### src/rtl/uart_upg_loader.sv
// UART boot loader: 8N1 receiver, length-prefixed frame parser, 32-bit word writer with XOR checksum.
// A write strobe appears one cycle after the internal byte valid; there is no backpressure (bytes are never stalled).
module uart_upg_loader #(
  parameter int CLK_FREQ_HZ = 10_000_000,
  parameter int BAUD        = 115200,
  parameter int ADDR_W      = 14
) (
  input  logic              upg_clk_i,
  input  logic              upg_rst_i,
  input  logic              rx_i,
  output logic              upg_wen_o,
  output logic [ADDR_W-1:0] upg_adr_o,
  output logic [31:0]       upg_dat_o,
  output logic              upg_done_o,
  output logic              err_o,
  output logic              busy_o
);
  localparam int CPB  = CLK_FREQ_HZ / BAUD;
  localparam int HALF = CPB / 2;
  localparam int CW   = $clog2(CPB);
  localparam logic [16:0] MAX_N = 17'd1 << ADDR_W;

  typedef enum logic [1:0] {RX_IDLE, RX_START, RX_DATA, RX_STOP} rx_st_e;
  typedef enum logic [2:0] {P_LEN_LO, P_LEN_HI, P_DATA, P_CHECK, P_DONE} p_st_e;

  rx_st_e rx_st_q, rx_st_d;
  logic [CW-1:0] cnt_q, cnt_d;
  logic [2:0] bit_q, bit_d;
  logic [7:0] sh_q, sh_d;
  logic rx_s1_q, rx_s2_q, rx_prev_q;
  logic byte_vld_q, byte_vld_d, frm_err_q, frm_err_d;

  p_st_e st_q, st_d;
  logic [7:0] len_lo_q, len_lo_d, csum_q, csum_d;
  logic [15:0] len_q, len_d;
  logic [ADDR_W-1:0] idx_q, idx_d, adr_q, adr_d;
  logic [1:0] bcnt_q, bcnt_d;
  logic [23:0] asm_q, asm_d;
  logic [31:0] dat_q, dat_d;
  logic wen_q, wen_d, done_q, done_d, err_q, err_d;
  logic [16:0] n_new;

  // Receiver: falling edge (not low level) starts a byte, so a line held low after a bad stop bit cannot retrigger.
  always_comb begin
    rx_st_d    = rx_st_q;
    cnt_d      = cnt_q + CW'(1);
    bit_d      = bit_q;
    sh_d       = sh_q;
    byte_vld_d = 1'b0;
    frm_err_d  = 1'b0;
    case (rx_st_q)
      RX_IDLE: begin
        cnt_d = '0;
        if (rx_prev_q && !rx_s2_q) rx_st_d = RX_START;
      end
      RX_START: begin
        if (cnt_q == CW'(HALF - 1)) begin
          cnt_d   = '0;
          bit_d   = '0;
          rx_st_d = rx_s2_q ? RX_IDLE : RX_DATA;
        end
      end
      RX_DATA: begin
        if (cnt_q == CW'(CPB - 1)) begin
          cnt_d = '0;
          sh_d  = {rx_s2_q, sh_q[7:1]};
          bit_d = bit_q + 3'd1;
          if (bit_q == 3'd7) rx_st_d = RX_STOP;
        end
      end
      default: begin
        if (cnt_q == CW'(CPB - 1)) begin
          cnt_d      = '0;
          rx_st_d    = RX_IDLE;
          byte_vld_d = rx_s2_q;
          frm_err_d  = !rx_s2_q;
        end
      end
    endcase
  end

  // Parser; the word index is compared in 16 bits, so ADDR_W is expected to be at most 16.
  always_comb begin
    st_d     = st_q;
    len_lo_d = len_lo_q;
    len_d    = len_q;
    idx_d    = idx_q;
    bcnt_d   = bcnt_q;
    asm_d    = asm_q;
    csum_d   = csum_q;
    adr_d    = adr_q;
    dat_d    = dat_q;
    wen_d    = 1'b0;
    done_d   = done_q;
    err_d    = err_q;
    n_new    = {1'b0, sh_q, len_lo_q};
    if (frm_err_q && st_q != P_DONE) err_d = 1'b1;
    if (byte_vld_q) begin
      case (st_q)
        P_LEN_LO: begin
          err_d    = 1'b0;
          csum_d   = '0;
          idx_d    = '0;
          bcnt_d   = '0;
          len_lo_d = sh_q;
          st_d     = P_LEN_HI;
        end
        P_LEN_HI: begin
          len_d = n_new[15:0];
          if (n_new == 17'd0) begin
            st_d = P_CHECK;
          end else if (n_new > MAX_N) begin
            err_d = 1'b1;
            st_d  = P_LEN_LO;
          end else begin
            st_d = P_DATA;
          end
        end
        P_DATA: begin
          csum_d = csum_q ^ sh_q;
          bcnt_d = bcnt_q + 2'd1;
          asm_d  = {sh_q, asm_q[23:8]};
          if (bcnt_q == 2'd3) begin
            wen_d = 1'b1;
            adr_d = idx_q;
            dat_d = {sh_q, asm_q};
            idx_d = idx_q + ADDR_W'(1);
            if ({{(16-ADDR_W){1'b0}}, idx_q} == len_q - 16'd1) st_d = P_CHECK;
          end
        end
        P_CHECK: begin
          if (sh_q == csum_q) begin
            done_d = 1'b1;
            st_d   = P_DONE;
          end else begin
            err_d = 1'b1;
            st_d  = P_LEN_LO;
          end
        end
        default: ;
      endcase
    end
  end

  always_ff @(posedge upg_clk_i or posedge upg_rst_i) begin
    if (upg_rst_i) begin
      rx_s1_q    <= 1'b1;
      rx_s2_q    <= 1'b1;
      rx_prev_q  <= 1'b1;
      rx_st_q    <= RX_IDLE;
      cnt_q      <= '0;
      bit_q      <= '0;
      sh_q       <= '0;
      byte_vld_q <= 1'b0;
      frm_err_q  <= 1'b0;
      st_q       <= P_LEN_LO;
      len_lo_q   <= '0;
      len_q      <= '0;
      idx_q      <= '0;
      bcnt_q     <= '0;
      asm_q      <= '0;
      csum_q     <= '0;
      adr_q      <= '0;
      dat_q      <= '0;
      wen_q      <= 1'b0;
      done_q     <= 1'b0;
      err_q      <= 1'b0;
    end else begin
      rx_s1_q    <= rx_i;
      rx_s2_q    <= rx_s1_q;
      rx_prev_q  <= rx_s2_q;
      rx_st_q    <= rx_st_d;
      cnt_q      <= cnt_d;
      bit_q      <= bit_d;
      sh_q       <= sh_d;
      byte_vld_q <= byte_vld_d;
      frm_err_q  <= frm_err_d;
      st_q       <= st_d;
      len_lo_q   <= len_lo_d;
      len_q      <= len_d;
      idx_q      <= idx_d;
      bcnt_q     <= bcnt_d;
      asm_q      <= asm_d;
      csum_q     <= csum_d;
      adr_q      <= adr_d;
      dat_q      <= dat_d;
      wen_q      <= wen_d;
      done_q     <= done_d;
      err_q      <= err_d;
    end
  end

  assign upg_wen_o  = wen_q;
  assign upg_adr_o  = adr_q;
  assign upg_dat_o  = dat_q;
  assign upg_done_o = done_q;
  assign err_o      = err_q;
  assign busy_o     = (st_q != P_LEN_LO) && (st_q != P_DONE);
endmodule

### config.mk
export PLATFORM = sky130hd
export DESIGN_NAME = uart_upg_loader
export DESIGN_NICKNAME = d
export VERILOG_FILES = /design/src/rtl/uart_upg_loader.sv
export SDC_FILE = /design/constraint.sdc
export NUM_CORES = 1
export LEC_CHECK = 0
export CORE_UTILIZATION = 58
export DETAILED_ROUTE_END_ITERATION = 7
export GPL_TIMING_DRIVEN = 0
export HOLD_SLACK_MARGIN = 0.06
export PLACE_DENSITY = 0.76
export SETUP_SLACK_MARGIN = 0.02
export SLEW_MARGIN = 20
export SYNTH_ARGS = -nofsm -noshare
export SYNTH_HDL_FRONTEND = slang
export SYNTH_SLANG_ARGS = --single-unit
### constraint.sdc
create_clock -name upg_clk_i -period 6.3 [get_ports upg_clk_i]
set_clock_uncertainty 0.1 [all_clocks]
set_input_delay 1.26 -clock upg_clk_i [delete_from_list [all_inputs] [get_ports upg_clk_i]]
set_output_delay 1.26 -clock upg_clk_i [all_outputs]
set_load 0.05 [all_outputs]
# Word level (Yosys, flattened, before mapping)
# Cells that the tools add are included.
[totals]
reg_bits = 149
input_bits = 3
out_inout_bits = 50
elab_cells = 106
[op_classes]
n_addsub = 5
order_cmp = 1
eq_ne = 18
n_mux = 36
bitwise = 1
reduce_logical = 24
[op_table]
columns = ["operator", "n"]
rows = [
  ["$pmux W14 S2", 1],
  ["$eq A14 B16 Y1", 1],
  ["$gt A16 B15 Y1 const B", 1],
  ["$logic_not A16 Y1", 1],
  ["$mux W2", 8],
  ["$pmux W8 S2", 1],
  ["$sub A16 B1 Y16 const B", 1],
  ["$mux W3", 5],
  ["$add A14 B1 Y14 const B", 1],
  ["$mux W14", 1],
  ["$mux W7", 2],
  ["$pmux W7 S2", 1],
  ["$mux W1", 12],
  ["$ne A2 B2 Y1 const B", 6],
  ["$pmux W3 S4", 1],
  ["$reduce_and A3 Y1", 4],
  ["$reduce_and A2 Y1", 5],
  ["$eq A8 B8 Y1", 1],
  ["$xor A8 B8 Y8", 1],
  ["$add A7 B1 Y7 const B", 1],
  ["$eq A7 B6 Y1 const B", 1],
  ["$eq A7 B7 Y1 const B", 1],
  ["$eq A3 B2 Y1 const B", 2],
  ["$pmux W2 S3", 1],
  ["other kinds (20)", 25],
]

# Longest topological paths before layout
# Gate-level depths: netlist (run 1).
[depth]
word_depth = 7
mapped_depth = 9

# Worst setup path after synthesis (run 1)
# No wires, ideal clock.
[synth_path]
path_type = "reg-to-reg"
startpoint = "register len_q[0]"
endpoint = "register st_q[0]"
arrival_ns = 2.315
required_ns = 6.124
slack_ns = 3.809
path_stages_with_launch = 10
path_buffers = 1
period_less_slack_ns = 2.491
cell_sequence = "dfrtp_1 > inv_1 > ha_1 > or4b_1 > clkbuf_1 > or3_1 > o21ai_0 > nand4_1 > or4_1 > o21ai_1"
[synth_via]
elab_chain_cells = 4
[synth_lines]
columns = ["element", "line_no", "text"]
rows = [
  ["start, declared", "35", "logic [15:0] len_q, len_d;"],
  ["start signal, assigned", "180", "len_q <= len_d;"],
  ["$sub A16 B1 Y16", "128", "if ({{(16-ADDR_W){1'b0}}, idx_q} == len_q - 16'd1) st_d = P_CHECK;"],
  ["$eq A14 B16 Y1", "128", ""],
  ["$ne A2 B2 Y1 (no line)", "-", ""],
  ["$reduce_and A4 Y1 (no line)", "-", ""],
  ["end signal, assigned", "178", "st_q <= st_d;"],
  ["end, declared", "33", "p_st_e st_q, st_d;"],
]
# Every way passes these cells.
# A chain may end at the register's enable or synchronous reset.

# Final worst setup path (run 1)
[layout_path]
startpoint = "register st_q[1]"
endpoint = "output port busy_o"
[layout_via]
elab_chain_cells = 2
[layout_lines]
columns = ["element", "line_no", "text"]
rows = [
  ["$ne A3 B3 Y1 or $reduce_bool A3 Y1 (tied branches)", "198", "assign busy_o = (st_q != P_LEN_LO) && (st_q != P_DONE);"],
  ["$logic_and A1 B1 Y1 (*)", "198", ""],
  ["end, declared", "16", "output logic busy_o"],
]
# Mark *: on every way between the ends. The rest lies on a longest branch, timed or not.

==> reports/metrics.csv, run 1 <==
stage,metric,value,unit
power,p_int,1673,µW
power,swShare,21.27,%
critical_path,crit_family,buffers and inverters,
clocking,worstSkewPairLatency,0.42,ns
clocking,cts_buffer_depth,2,
critical_path,end_kind,primary output,
placed_design,port_buffers,52,
routing,routed_via_density,5.639,
timing,worst-slew-pin-transition,0.8710,ns
min_path,hold_path.class,reg -> reg,
die,initial_core_util,60.31,%
clocking,cts_hold_buf,0,
timing,rsz0062_at_grt,false,
synthesis,yosys_warnings,0,
grt,grt_max_degree,84,
routing,antenna_left,0,
power,p_clk_share,49.9,%
cells_and_area,synthToLayoutAreaGrowth,20.41,%
critical_path,critPathKind,reg -> out,
critical_path,crit_chain,clkbuf_1 -> nor2_1 -> inv_1 -> clkdlybuf4s50_1,
critical_path,crit_slowest_cell,clkdlybuf4s50_1,
timing,whs,0.2576,ns
cells_and_area,finalInstanceArea,8010,µm²
synthesis,synth_cell_types,55,
cells_and_area,diodes,0,
die,die_x,109.1,µm
grt,grt_pass1_wl,23190,µm
synthesis,syn_area,6653,µm²
cells_and_area,nets,675,
run,drv_cap,0,
timing,setup_viol,0,
power,leakage,0.003868,µW
cells_and_area,fillers,779,
synthesis,syn_inst,592,
critical_path,start_kind,register,
placed_design,dpl_cell_area,7383,µm²
timing,post-route-period-util,55.13,%
routing,drtIter0Drc,293,
routing,drt-wirelength-per-cell,17.06,µm
synthesis,synth_edf_count,0,
timing,drv_slew,0,
critical_path,arrival,2.11,ns
power,peakVddDrop,0.2995,mV
routing,vias,4607,
outcome,status,"complete, no violations",
die,coreArea,11030,µm²
clocking,root_buffer,clkbuf_16,
cells_and_area,seq_area,3732,µm²
power,powerDensity,265.3,nW/µm²
clocking,postCtsSetupBuffers,0,
cells_and_area,fin_cells,817,
synthesis,avgSynthCellArea,11.24,µm²
die,core.rowCount,38,
grt,overflow,0,
synthesis,ys_seq_elements,149,
placed_design,place_congestion,0.8216,
critical_path,cp_max_fo,10,
clocking,clk_pin_slew,0.06,ns
synthesis,synth_ff_type,dfrtp_1,
grt,antenna_found_initial,0,
cells_and_area,drive_above_1_share,17.73,%
die,pin_count,53,
critical_path,path_buf_inv,3,
grt,grt_util_all_layers,25.96,%
clocking,cts_tree,built,
synthesis,syn_nets,603,
power,seqPwrFrac,46.9,%
power,comb_power_share,3.2,%
die,dieArea,11900,µm²
clocking,h-tree-depth,4,
synthesis,synthArstFlopShare,100.0,%
clocking,clock_sinks,149,
timing,fin_crit,3.473,ns
routing,drt_pass1_iterations,5,
clocking,cts_buffers,17,
timing,hold_viol_final,0,
cells_and_area,multi_input_area,2733,µm²
synthesis,ys_seq_area_share,56.10,%
grt,grt_pass1_vias,4754,
critical_path,cp_slowest_stage_delay,0.80,ns
placed_design,placedCellCount,785,
timing,max_freq,287.9,MHz
routing,wl,13940,µm
clocking,post_cts_resized,0,
routing,drc,0,
timing,slew_headroom,41.12,%
placed_design,dp_hpwl,9676,µm
die,die_y,109.1,µm
power,power.net_switching,451.9,µW
critical_path,required,4.94,ns
kinds of logic after synthesis:
group / synth area share (%)
AND/OR/NAND/NOR: 15.55
flip-flops: 56.10
multiplexers: 13.32
AO/OA/AOI/OAI: 4.834
buffers and inverters: 2.821
XOR/XNOR: 5.868
adder cells (fa/ha/maj): 1.505
final timing paths:
kind                       slack [ns]      endpoint       from  depth (start not counted)
hold reg to reg                  0.26       rx_s2_q    rx_s1_q                          0
min in group asynchronous        1.26     asm_q[15]  upg_rst_i                          2
setup / recovery                 2.83        busy_o    st_q[1]                          4
setup reg to reg                 3.24  upg_dat_o[8]    st_q[2]                          6
hold / removal                   0.26       rx_s2_q    rx_s1_q                          0
max in group asynchronous        4.11      bit_q[2]  upg_rst_i                          3
registers in the layout, summed over array words and instances (netlist names), 2 cells and up:
name and cells:
upg_dat_o 32, asm_q 24, len_q 16, idx_q 14, upg_adr_o 14, csum_q 8, len_lo_q 8, sh_q 8
cnt_q 7, bit_q 3, st_q 3, bcnt_q 2, rx_st_q 2
layer usage:
metal	up-vias	routed length (µm)	track usage, %
li1	2180	-	-
met1	2322	6120	31.98
met2	85	7173	44.03
met3	20	425	6.455
met4	0	218	9.653
met5	-	0	0
worst register-to-register path: stages, from the launching register on:
cell and delay [ns]:
dfrtp_1 0.43, nand2b_1 0.23, nor3b_2 0.53, nand2_1 0.43, clkinv_1 0.34, buf_1 0.49, mux2_2 0.41
power groups by stage:
stage / Combinational, µW / Sequential (µW) / Clock [µW]
floorplan: 53.1 / 1010 / 0
CTS: 71.6 / 996 / 1070
global route: 82.1 / 998 / 1120
detailed placement: 70.6 / 1010 / 0
global placement: 62.7 / 1010 / 0
finish: 68.9 / 996 / 1060
placed cells by master, fill, tap and decap left out, types with 4 or more instances in the layout:
| master | synthesis | final |
|---|---|---|
| inv_1 | 13 | 12 |
| clkdlybuf4s50_1 | 0 | 52 |
| buf_1 | 4 | 4 |
| mux2_2 | 76 | 76 |
| nor3b_1 | 5 | 5 |
| dfrtp_1 | 146 | 146 |
| nor2_1 | 31 | 31 |
| or3_1 | 4 | 4 |
| clkbuf_8 | 0 | 4 |
| nor3_1 | 6 | 6 |
| nand3b_1 | 5 | 5 |
| inv_6 | 0 | 4 |
| nand2_1 | 103 | 103 |
| o21ai_0 | 33 | 33 |
| a21oi_1 | 4 | 4 |
| ha_1 | 8 | 8 |
| clkbuf_1 | 25 | 27 |
| xor2_1 | 20 | 20 |
| nor4_1 | 8 | 8 |
| nand3_1 | 6 | 6 |
| xnor2_1 | 22 | 22 |
| clkbuf_16 | 0 | 17 |
| a31oi_1 | 5 | 5 |
| nand4_1 | 8 | 8 |
| nand2b_1 | 6 | 6 |
cells in the mapped netlist (all sizes together) (2+ instances only):
cell / count / area (µm²)
mux2: 76 / 855.8
nand4b: 3 / 26.28
nor4bb: 2 / 20.02
nor2: 31 / 116.4
nor3b: 6 / 50.05
mux2i: 3 / 30.03
o21ai: 34 / 170.2
a211oi: 2 / 15.01
xor2: 20 / 175.2
nand2: 103 / 386.6
nand4: 8 / 50.05
and3: 3 / 18.77
ha: 8 / 100.1
a21oi: 4 / 20.02
xnor2: 22 / 192.7
nor4: 8 / 50.05
and2: 2 / 12.51
nand2b: 6 / 37.54
dfstp: 3 / 78.83
nor3: 6 / 30.03
or4: 4 / 33.78
a31oi: 5 / 31.28
clkbuf: 25 / 93.84
or2: 4 / 25.03
nor2b: 2 / 12.51
a221oi: 2 / 17.52
buf: 8 / 41.28
nand3: 6 / 30.03
or3: 4 / 25.02
inv: 13 / 48.80
dfrtp: 146 / 3654
nand3b: 5 / 37.54
nor4b: 3 / 26.28
final cells by class:
cell class              instances  share of cell area (%)
well taps                     140                   2.187
clock buffers                  23                   6.092
flip-flops and latches        149                   46.59
inverters                      14                  0.7498
plain buffers                  33                   1.687
multi-input cells             396                   34.11
repair buffers                 53                   6.842
clock inverters                 9                   1.734
metrics by stage:
stage          total power [µW]  utilization, %  setup slack, ns  setup TNS [ns]
4_1_cts                    2140           72.62            2.832               0
3_5_place_dp               1084           66.94            3.282               0
3_3_place_gp               1075           66.62          -0.8697         -125.47
2_1_floorplan              1062               -           0.9369               0
5_1_grt                    2204           72.62            2.669               0
6_report                   2125           72.62            2.827               0
Note: power is estimated with default switching activity, not from simulation.
==> inputs of run 2 (changes only) <==
CORE_UTILIZATION = 52   (was 58)
PLACE_DENSITY = 0.72   (was 0.76)
clock period = 2.9 ns   (was 6.3 ns; I/O delays follow)
==> run 2 against run 1 <==
Count of clock-buffer cells in the layout shrank 3; first-iteration DRC count is 13% lower; flip-flop and latch count unchanged; combinational power up 130%; non-clock buffer count up 3.
==> reports/metrics.csv, run 2 (synthesis gave the netlist of run 1 again) <==
stage,metric,value,unit
outcome,status,"complete, no violations",
power,power.net_switching,982.8,µW
die,initial_core_util,54.26,%
critical_path,critPathKind,reg -> reg,
clocking,cts_buffers,17,
power,leakage,0.003933,µW
timing,hold_viol_final,0,
power,peakVddDrop,0.4877,mV
clocking,cts_tree,built,
cells_and_area,final_cell_mix,"dfrtp_1 (146), nand2_1 (103), mux2_2 (76), clkdlybuf4s50_1 (51), o21ai_0 (33)",
grt,grt_pass1_vias,4593,
critical_path,start_kind,register,
cells_and_area,final_common_cell,dfrtp_1,
timing,fin_crit,2.717,ns
die,die_x,115.1,µm
critical_path,end_kind,register,
power,powerDensity,591.1,nW/µm²
timing,slew_headroom,41.81,%
power,swShare,20.36,%
die,coreArea,12260,µm²
timing,tns,0,ns
die,core.rowCount,40,
power,seqPwrFrac,44.9,%
clocking,root_buffer,clkbuf_16,
grt,grt_util_all_layers,23.38,%
critical_path,r2r_cells,9,
timing,worst-slew-pin-transition,0.8696,ns
min_path,min-delay-start,rx_s1_q,
routing,drtIter0Drc,254,
cells_and_area,fin_cells,848,
run,drv_cap,0,
routing,wl_met2,6951,µm
critical_path,r2r-end,st_q[0],
placed_design,dp_hpwl,9848,µm
clocking,h-tree-depth,4,
timing,drv_slew,0,
cells_and_area,diodes,0,
placed_design,port_buffers,52,
grt,antenna_found_initial,0,
die,dieArea,13250,µm²
routing,vias,4639,
timing,rsz0062_at_grt,false,
routing,wl,14070,µm
critical_path,r2r_slack,0.18,ns
clocking,clock_sinks,149,
min_path,hold_path.class,reg -> reg,
clocking,cts_buffer_depth,2,
power,p_clk_share,51.8,%
die,die_y,115.1,µm
critical_path,cp-startpoint,len_q[0],
die,pin_count,53,
critical_path,r2r-start,len_q[0],
clocking,post_cts_resized,1,
clocking,clk_pin_slew,0.06,ns
timing,max_freq,368.0,MHz
timing,setup_viol,0,
cells_and_area,synthToLayoutAreaGrowth,22.76,%
placed_design,placedCellCount,816,
grt,grt_max_degree,36,
cells_and_area,nets,678,
clocking,postCtsSetupBuffers,0,
clocking,cts_hold_buf,0,
min_path,whs_path_depth,0,
routing,antenna_left,0,
grt,grt_pass1_wl,23280,µm
critical_path,crit_end,st_q[0],
routing,wl_met3,592,µm
routing,drc,0,
placed_design,place_congestion,0.8343,
critical_path,cp_max_fo,7,
routing,routed_via_density,5.471,
power,comb_power_share,3.3,%
routing,met1Wirelength,6425,µm
routing,drt_pass1_iterations,4,
cells_and_area,drive_above_1_share,18.82,%
grt,overflow,0,
critical_path,required,3.15,ns
routing,top_layer_used,met4,
critical_path,arrival,2.97,ns
timing,post-route-period-util,93.70,%
routing,drt-wirelength-per-cell,16.59,µm
power,p_int,3845,µW
cells_and_area,largest_reg_flops,32,
clocking,worstSkewPairLatency,0.42,ns
## run 2: cell count changes in the layout (fill, tap and decap cells not counted), moves of 2 or more
cell        delta
buf_12         +4
bufinv_16      +3
clkbuf_1       -2
clkbuf_8       -2
clkinvlp_4     +3
inv_6          -2
## run 2: per-layer routing
metal | vias to the layer above | track usage [%]
met1 | 2359 | 31.91
met3 | 11 | 5.430
met2 | 88 | 37.23
met4 | 0 | 7.446
met5 | - | 0
li1 | 2181 | -
## run 2: final cells by class
| class | count | area (µm²) |
|---|---|---|
| Clock inverter | 12 | 222.7 |
| Inverter | 14 | 56.30 |
| Timing Repair Buffer | 56 | 603.1 |
| Tap cell | 168 | 210.2 |
| Multi-Input combinational cell | 396 | 2748 |
| Clock buffer | 20 | 456.7 |
| Sequential cell | 149 | 3732 |
| Fill cell | 938 | 4095 |
| Buffer | 33 | 137.6 |
## run 2: how the worst min path moves through the flow
stage | to | slack [ns]
finish | rx_s2_q | 0.26
global placement | rx_s2_q | 0.25
CTS | rx_s2_q | 0.26
detailed placement | rx_s2_q | 0.25
floorplan | rx_s2_q | 0.25
global route | rx_s2_q | 0.26
## run 2: per-stage QoR
step	utilization (%)	total power, µW	area (µm²)	setup WS, ns	hold slack (ns)
floorplan	-	2307	6656	0.3475	0.2452
global placement	60.24	2337	7387	-0.8504	0.2510
detailed placement	60.90	2365	7467	-0.1282	0.2472
CTS	66.45	4871	8148	0.03119	0.2596
global route	66.60	4984	8167	0.04502	0.2650
finish	66.60	4828	8167	0.1828	0.2569
## run 2: worst max-delay path: stages, from the launching register on
cell and delay, ns:
dfrtp_1 0.42, inv_1 0.10, ha_2 0.23, or4b_1 0.43
clkbuf_2 0.19, or3_1 0.40, o21ai_0 0.08, nand4_1 0.12
or4_1 0.43, o21ai_1 0.13
## run 2: power by group through the flow
stage	clock network (µW)	logic, µW	registers (µW)
2_1_floorplan	0	116	2190
3_3_place_gp	0	138	2200
3_5_place_dp	0	162	2200
4_1_cts	2540	163	2170
5_1_grt	2630	182	2170
6_report	2500	158	2170
